--- config.mk ---
export PLATFORM = sky130hd
export DESIGN_NAME = fp_norm_round_pipe
export DESIGN_NICKNAME = d
export VERILOG_FILES = /design/src/rtl/fp_norm_round_pipe.sv
export SDC_FILE = /design/constraint.sdc
export NUM_CORES = 1
export LEC_CHECK = 0
export BUFFER_PORTS_ARGS = -buffer_cell sky130_fd_sc_hd__buf_2
export CORE_MARGIN = 8
export CORE_UTILIZATION = 53
export CTS_CLUSTER_SIZE = 24
export DETAILED_ROUTE_END_ITERATION = 16
export GPL_ROUTABILITY_DRIVEN = 0
export PLACE_DENSITY = 0.86
export SYNTH_ARGS = -nofsm -noshare
export SYNTH_HDL_FRONTEND = slang
export SYNTH_SLANG_ARGS = --single-unit
--- constraint.sdc ---
create_clock -name clk -period 3.8 [get_ports clk]
set_input_delay 0.57 -clock clk [delete_from_list [all_inputs] [get_ports clk]]
set_output_delay 0.57 -clock clk [all_outputs]
set_load 0.01 [all_outputs]
--- src/rtl/fp_norm_round_pipe.sv ---
// fp_norm_round_pipe: two-stage post-add normaliser and rounder.
// S1 renormalises the adder mantissa. A carry causes a 1-bit right shift;
// otherwise a leading-zero left shift is applied. S2 rounds to nearest-even,
// adjusts the exponent and raises the overflow/underflow/zero flags.
// Ports:
//   clk, rst                 clock, synchronous active-high reset
//   in_valid/in_ready        input handshake
//   in_sign, in_exp, in_mant sign, pre-normalisation biased exponent,
//                            {carry, hidden, fraction, guard bits}
//   out_valid/out_ready      output handshake
//   out_sign, out_exp, out_frac  packable result fields
//   out_zero, out_of, out_uf, out_inexact  exception flags
module fp_norm_round_pipe #(
    parameter int FRAC_W = 23,
    parameter int EXP_W  = 8,
    parameter int GRD_W  = 3
) (
    input  logic                      clk,
    input  logic                      rst,
    input  logic                      in_valid,
    output logic                      in_ready,
    input  logic                      in_sign,
    input  logic [EXP_W-1:0]          in_exp,
    input  logic [FRAC_W+GRD_W+1:0]   in_mant,
    output logic                      out_valid,
    input  logic                      out_ready,
    output logic                      out_sign,
    output logic [EXP_W-1:0]          out_exp,
    output logic [FRAC_W-1:0]         out_frac,
    output logic                      out_zero,
    output logic                      out_of,
    output logic                      out_uf,
    output logic                      out_inexact
);
    localparam int MANT_W = FRAC_W + GRD_W + 2;
    localparam int NRM_W  = MANT_W - 1;          // hidden bit down to last guard bit
    localparam int LZ_W   = $clog2(MANT_W);
    localparam int XE_W   = EXP_W + 2;           // signed extended exponent
    localparam logic signed [XE_W-1:0] EXP_MAX = XE_W'((1 << EXP_W) - 1);

    logic s1_adv;
    logic s2_adv;
    logic s1_valid;

    assign s2_adv   = !out_valid || out_ready;
    assign s1_adv   = !s1_valid || s2_adv;
    assign in_ready = s1_adv;

    // ---------------- S1: leading-zero count and shift ----------------
    logic [LZ_W-1:0]        lz;
    logic                   lz_found;
    logic [NRM_W-1:0]       n_mant;
    logic                   n_sticky;
    logic signed [XE_W-1:0] n_exp;
    logic                   n_zero;

    // Priority search from the hidden-bit position downward.
    always_comb begin
        lz       = '0;
        lz_found = 1'b0;
        for (int unsigned i = 0; i < NRM_W; i++) begin
            if (!lz_found && in_mant[NRM_W-1-i]) begin
                lz       = LZ_W'(i);
                lz_found = 1'b1;
            end
        end
    end

    always_comb begin
        n_zero = (in_mant == '0);
        if (in_mant[MANT_W-1]) begin
            n_mant   = in_mant[MANT_W-1:1];
            n_sticky = in_mant[0];
            n_exp    = XE_W'(in_exp) + XE_W'(1);
        end else begin
            n_mant   = in_mant[NRM_W-1:0] << lz;
            n_sticky = 1'b0;
            n_exp    = XE_W'(in_exp) - XE_W'(lz);
        end
    end

    logic                   s1_sign;
    logic [NRM_W-1:0]       s1_mant;
    logic                   s1_sticky;
    logic signed [XE_W-1:0] s1_exp;
    logic                   s1_zero;

    always_ff @(posedge clk) begin
        if (rst) begin
            s1_valid  <= 1'b0;
            s1_sign   <= 1'b0;
            s1_mant   <= '0;
            s1_sticky <= 1'b0;
            s1_exp    <= '0;
            s1_zero   <= 1'b0;
        end else if (s1_adv) begin
            s1_valid <= in_valid;
            if (in_valid) begin
                s1_sign   <= in_sign;
                s1_mant   <= n_mant;
                s1_sticky <= n_sticky;
                s1_exp    <= n_exp;
                s1_zero   <= n_zero;
            end
        end
    end

    // ---------------- S2: round, exponent adjust, exceptions ----------------
    logic [FRAC_W-1:0]      frac_t;
    logic                   g_bit;
    logic                   s_bit;
    logic                   rnd_up;
    logic                   rnd_co;
    logic [FRAC_W-1:0]      rnd_frac;
    logic signed [XE_W-1:0] exp_r;
    logic [EXP_W-1:0]       r_exp;
    logic [FRAC_W-1:0]      r_frac;
    logic                   r_zero;
    logic                   r_of;
    logic                   r_uf;
    logic                   r_inx;

    always_comb begin
        frac_t   = s1_mant[GRD_W +: FRAC_W];
        g_bit    = s1_mant[GRD_W-1];
        s_bit    = (|s1_mant[GRD_W-2:0]) | s1_sticky;
        rnd_up   = g_bit & (s_bit | frac_t[0]);
        // A carry out leaves the fraction bits all zero, which is the renormalised value.
        {rnd_co, rnd_frac} = {1'b0, frac_t} + (FRAC_W+1)'(rnd_up);
        exp_r    = s1_exp + XE_W'(rnd_co);

        r_exp    = exp_r[EXP_W-1:0];
        r_frac   = rnd_frac;
        r_zero   = 1'b0;
        r_of     = 1'b0;
        r_uf     = 1'b0;
        r_inx    = g_bit | s_bit;
        if (s1_zero) begin
            r_exp  = '0;
            r_frac = '0;
            r_zero = 1'b1;
            r_inx  = 1'b0;
        end else if (exp_r[XE_W-1] || exp_r == '0) begin
            r_exp  = '0;
            r_frac = '0;
            r_zero = 1'b1;
            r_uf   = 1'b1;
            r_inx  = 1'b1;
        end else if (exp_r >= EXP_MAX) begin
            r_exp  = '1;
            r_frac = '0;
            r_of   = 1'b1;
            r_inx  = 1'b1;
        end
    end

    always_ff @(posedge clk) begin
        if (rst) begin
            out_valid   <= 1'b0;
            out_sign    <= 1'b0;
            out_exp     <= '0;
            out_frac    <= '0;
            out_zero    <= 1'b0;
            out_of      <= 1'b0;
            out_uf      <= 1'b0;
            out_inexact <= 1'b0;
        end else if (s2_adv) begin
            out_valid <= s1_valid;
            if (s1_valid) begin
                out_sign    <= s1_sign;
                out_exp     <= r_exp;
                out_frac    <= r_frac;
                out_zero    <= r_zero;
                out_of      <= r_of;
                out_uf      <= r_uf;
                out_inexact <= r_inx;
            end
        end
    end
endmodule

==> run metrics <==
cell depth of the worst min-delay path 2; Hold Crit Class register to register; Worst-Skew Late Latency around 0.33 ns; final core occ 62.3%; cell internal pwr 0.00156 W; Worst-Margin Slew 1.09 ns; Final setup viols 0; Iteration-0 DRC Markers between 1000 and 1500; Final Hold Vio Count 0; Vias 6958; chip width 122 um; Clock H-tree levels 3; number of vias per cell 6.80; largest net degree at the start of global routing 42; Yosys cell types 67; layout filler cell count approximately 1000; CTS Hold Bufs 0; critical path launch point s1_mant[19]; crit path kind register to register; # DRC 0; synth top area cells dfxtp_1 (26%), nor2_1 (6.0%), a211oi_1 (4.4%); leakage 2.73 nW; Initial DRT Pass Iterations 11; CTS Root Cell clkbuf_16; WP data required ~4.0 ns; Yosys reg bits 77; die height 122 um; Fin Clk Skew 0.00554 ns; Mapped Cells 805; Sw Ratio 31.5%; WHS roughly 0.45 ns; Placed Instance Area 0.00668 mm^2; worst-path fanout max 23; Clock Path Buffers 2; count leader, synth nor2_1; R2R setup slack 0.14 ns; Overflow after GRT 0; final net count 926; max-slew violation count 0; Syn Nets 856; YS warnings 0; Initial Util 53.3%; sequential cell area fraction in the yosys report approximately a quarter; Post-Layout Inst Area 0.00699 mm^2; Total Routing Usage GR about a quarter; crit path DAT 3.86 ns; Worst VDD drop 0.000310 V; Worst setup endpoint out_frac[19]; Layout area overhead 16.8%; top-area cell type share of the netlist area around a quarter; status finished clean; Die ar. 0.0150 mm^2; CP Launch Type register; Max Clk Rate 0.273 GHz; CP Capture Type register; Multi-input gate area 0.00411 mm^2; Register-to-Register Path Depth 17; crit share post-route 96.3%; Sw Pwr 0.000717 W; ant diodes 0; ys async rst share 0%; CTS buffer count 9; layout cells sized above 1 20.2%; Post-synth EDFFs 0; # IOs 79; FF-to-FF End out_frac[19]; DR WL/cell 19.3 um; dominant cell type by area after synthesis dfxtp_1; clock share of power 34.6%; first-pass GRT wire length 30900 um; Post-synth top cells nor2_1 (95), dfxtp_1 (77), nand2_1 (68); Row Count 39; max capacitance violation total 0; Core ar. 0.0112 mm^2; post-route ant nets 0; Cell Area, Synth 0.00599 mm^2; Syn Area/Cell 7.44 um^2; sequential share of power ~40%; minimum clock period 3.66 ns; # clock sinks 77; drt total wl 19700 um; HPWL after DPL 14300 um; Worst-path clk slew 0.05 ns; CTS tree done; prevailing post-synth register cell dfxtp_1; R2R Path Start s1_mant[19]; PD cells 326 mW/mm^2; Setup WS pre-CTS 0.0642 ns; initial antenna violation count 0; final worst slack 0.142 ns; vias in the first global route roughly 6300; relative slew slack 27.0%; share of total power in combinational logic between 20% and 30%; FF/Latch Area 0.00155 mm^2; Port-buffer cells 78
## worst min-delay path by stage
stage               startpoint         end  slack, ns
floorplan              s1_sign     s1_sign       0.44
global placement    out_exp[3]  out_exp[3]       0.44
detailed placement  out_exp[6]  out_exp[6]       0.44
CTS                 out_exp[6]  out_exp[6]       0.45
global route        out_exp[3]  out_exp[3]       0.48
finish              out_exp[6]  out_exp[6]       0.45
## power groups by stage
stage | combinational (W) | clock (W) | sequential [W]
2_1_floorplan | 0.000369 | 0 | 0.000908
3_3_place_gp | 0.000549 | 0 | 0.000910
3_5_place_dp | 0.000558 | 0 | 0.000913
4_1_cts | 0.000562 | 0.000793 | 0.000896
5_1_grt | 0.000634 | 0.000831 | 0.000904
6_report | 0.000591 | 0.000788 | 0.000898
## repair_timing
item,CTS,global route
pin swaps,1,2
setup endpoints to repair,3,34
hold endpoints to repair,0,0
gates cloned,0,0
resized for setup,0,12
setup buffers,0,1
## cell usage in the layout (no fill, tap or decap), types with 5 or more instances in the layout
| cell type | count |
|---|---|
| a2111oi_0 | 5 |
| a211o_1 | 6 |
| a211oi_1 | 35 |
| a21oi_1 | 51 |
| a221oi_1 | 20 |
| a22oi_1 | 29 |
| a311oi_1 | 11 |
| and2_1 | 8 |
| and3_1 | 18 |
| buf_2 | 78 |
| buf_4 | 51 |
| clkbuf_16 | 9 |
| dfxtp_1 | 73 |
| ha_1 | 7 |
| inv_1 | 16 |
| mux2i_1 | 14 |
| nand2_1 | 68 |
| nand3_1 | 29 |
| nand4_1 | 12 |
| nor2_1 | 93 |
| nor2b_1 | 7 |
| nor3_1 | 30 |
| o2111ai_1 | 5 |
| o211ai_1 | 9 |
| o21ai_0 | 35 |
| o221ai_1 | 5 |
| o311ai_0 | 6 |
| o31ai_1 | 8 |
| or4_1 | 6 |
| xnor2_1 | 26 |
| xor2_1 | 7 |
## metal layers
layer / part of all wire, % / wire length, um / GRT usage (%) / vias to the layer above
met5: 0 / 0 / 0 / -
met4: 5.1 / 1010 / 14.0 / 0
met3: 13 / 2480 / 6.99 / 124
met2: 42 / 8260 / 37.6 / 508
met1: 40 / 7980 / 33.1 / 3132
li1: - / - / - / 3194
## per-stage QoR
| step | std cells | power, W | TNS [ns] |
|---|---|---|---|
| after floorplan | 805 | 0.00128 | 0 |
| after global placement | 1006 | 0.00146 | 0 |
| after detailed placement | 1006 | 0.00147 | 0 |
| after CTS | 1022 | 0.00225 | 0 |
| after global routing | 1023 | 0.00237 | -0.634 |
| final | 1023 | 0.00228 | 0 |
## logic make-up (layout without fill, tap and decap cells)
logic type      Yosys count  count (layout)  share of synthesized area (%)
compound gates          272             272                           32.6
xor+xnor                 33              33                           4.83
fa+ha+maj                10              10                           2.22
buf+inv                  90             165                           6.42
flops                    77              77                           25.8
mux                      16              16                           3.09
simple gates            307             307                           25.1
## sequential cells by signal, summed over array words and instances (netlist names)
signal       flops
out_exp          8
out_frac        23
out_inexact      1
out_of           1
out_sign         1
out_uf           1
out_valid        1
out_zero         1
s1_exp          10
s1_mant         26
s1_sign          1
s1_sticky        1
s1_valid         1
s1_zero          1
## area by class of cell
class                      instances  share of cell area, %
clock inverter                     1                 0.0716
tap                              143                   2.56
timing repair buffer             131                   11.6
clock buffer                      15                   3.83
inverter                          18                   1.04
sequential                        77                   22.1
multi-input combinational        638                   58.8
## worst max-delay path, stage by stage (launching register included)
cell	delay (ns)
dfxtp_2	0.36
and3_4	0.20
and3_1	0.21
and3_1	0.20
nand2_1	0.07
nor4_2	0.19
ha_2	0.25
ha_2	0.22
xor2_1	0.12
or3_1	0.34
nor3_2	0.24
a311oi_1	0.15
nor4_2	0.33
buf_4	0.19
nor3_2	0.06
buf_12	0.16
a22oi_1	0.19
nor2_1	0.07
Power figures use the tool's default switching activity.
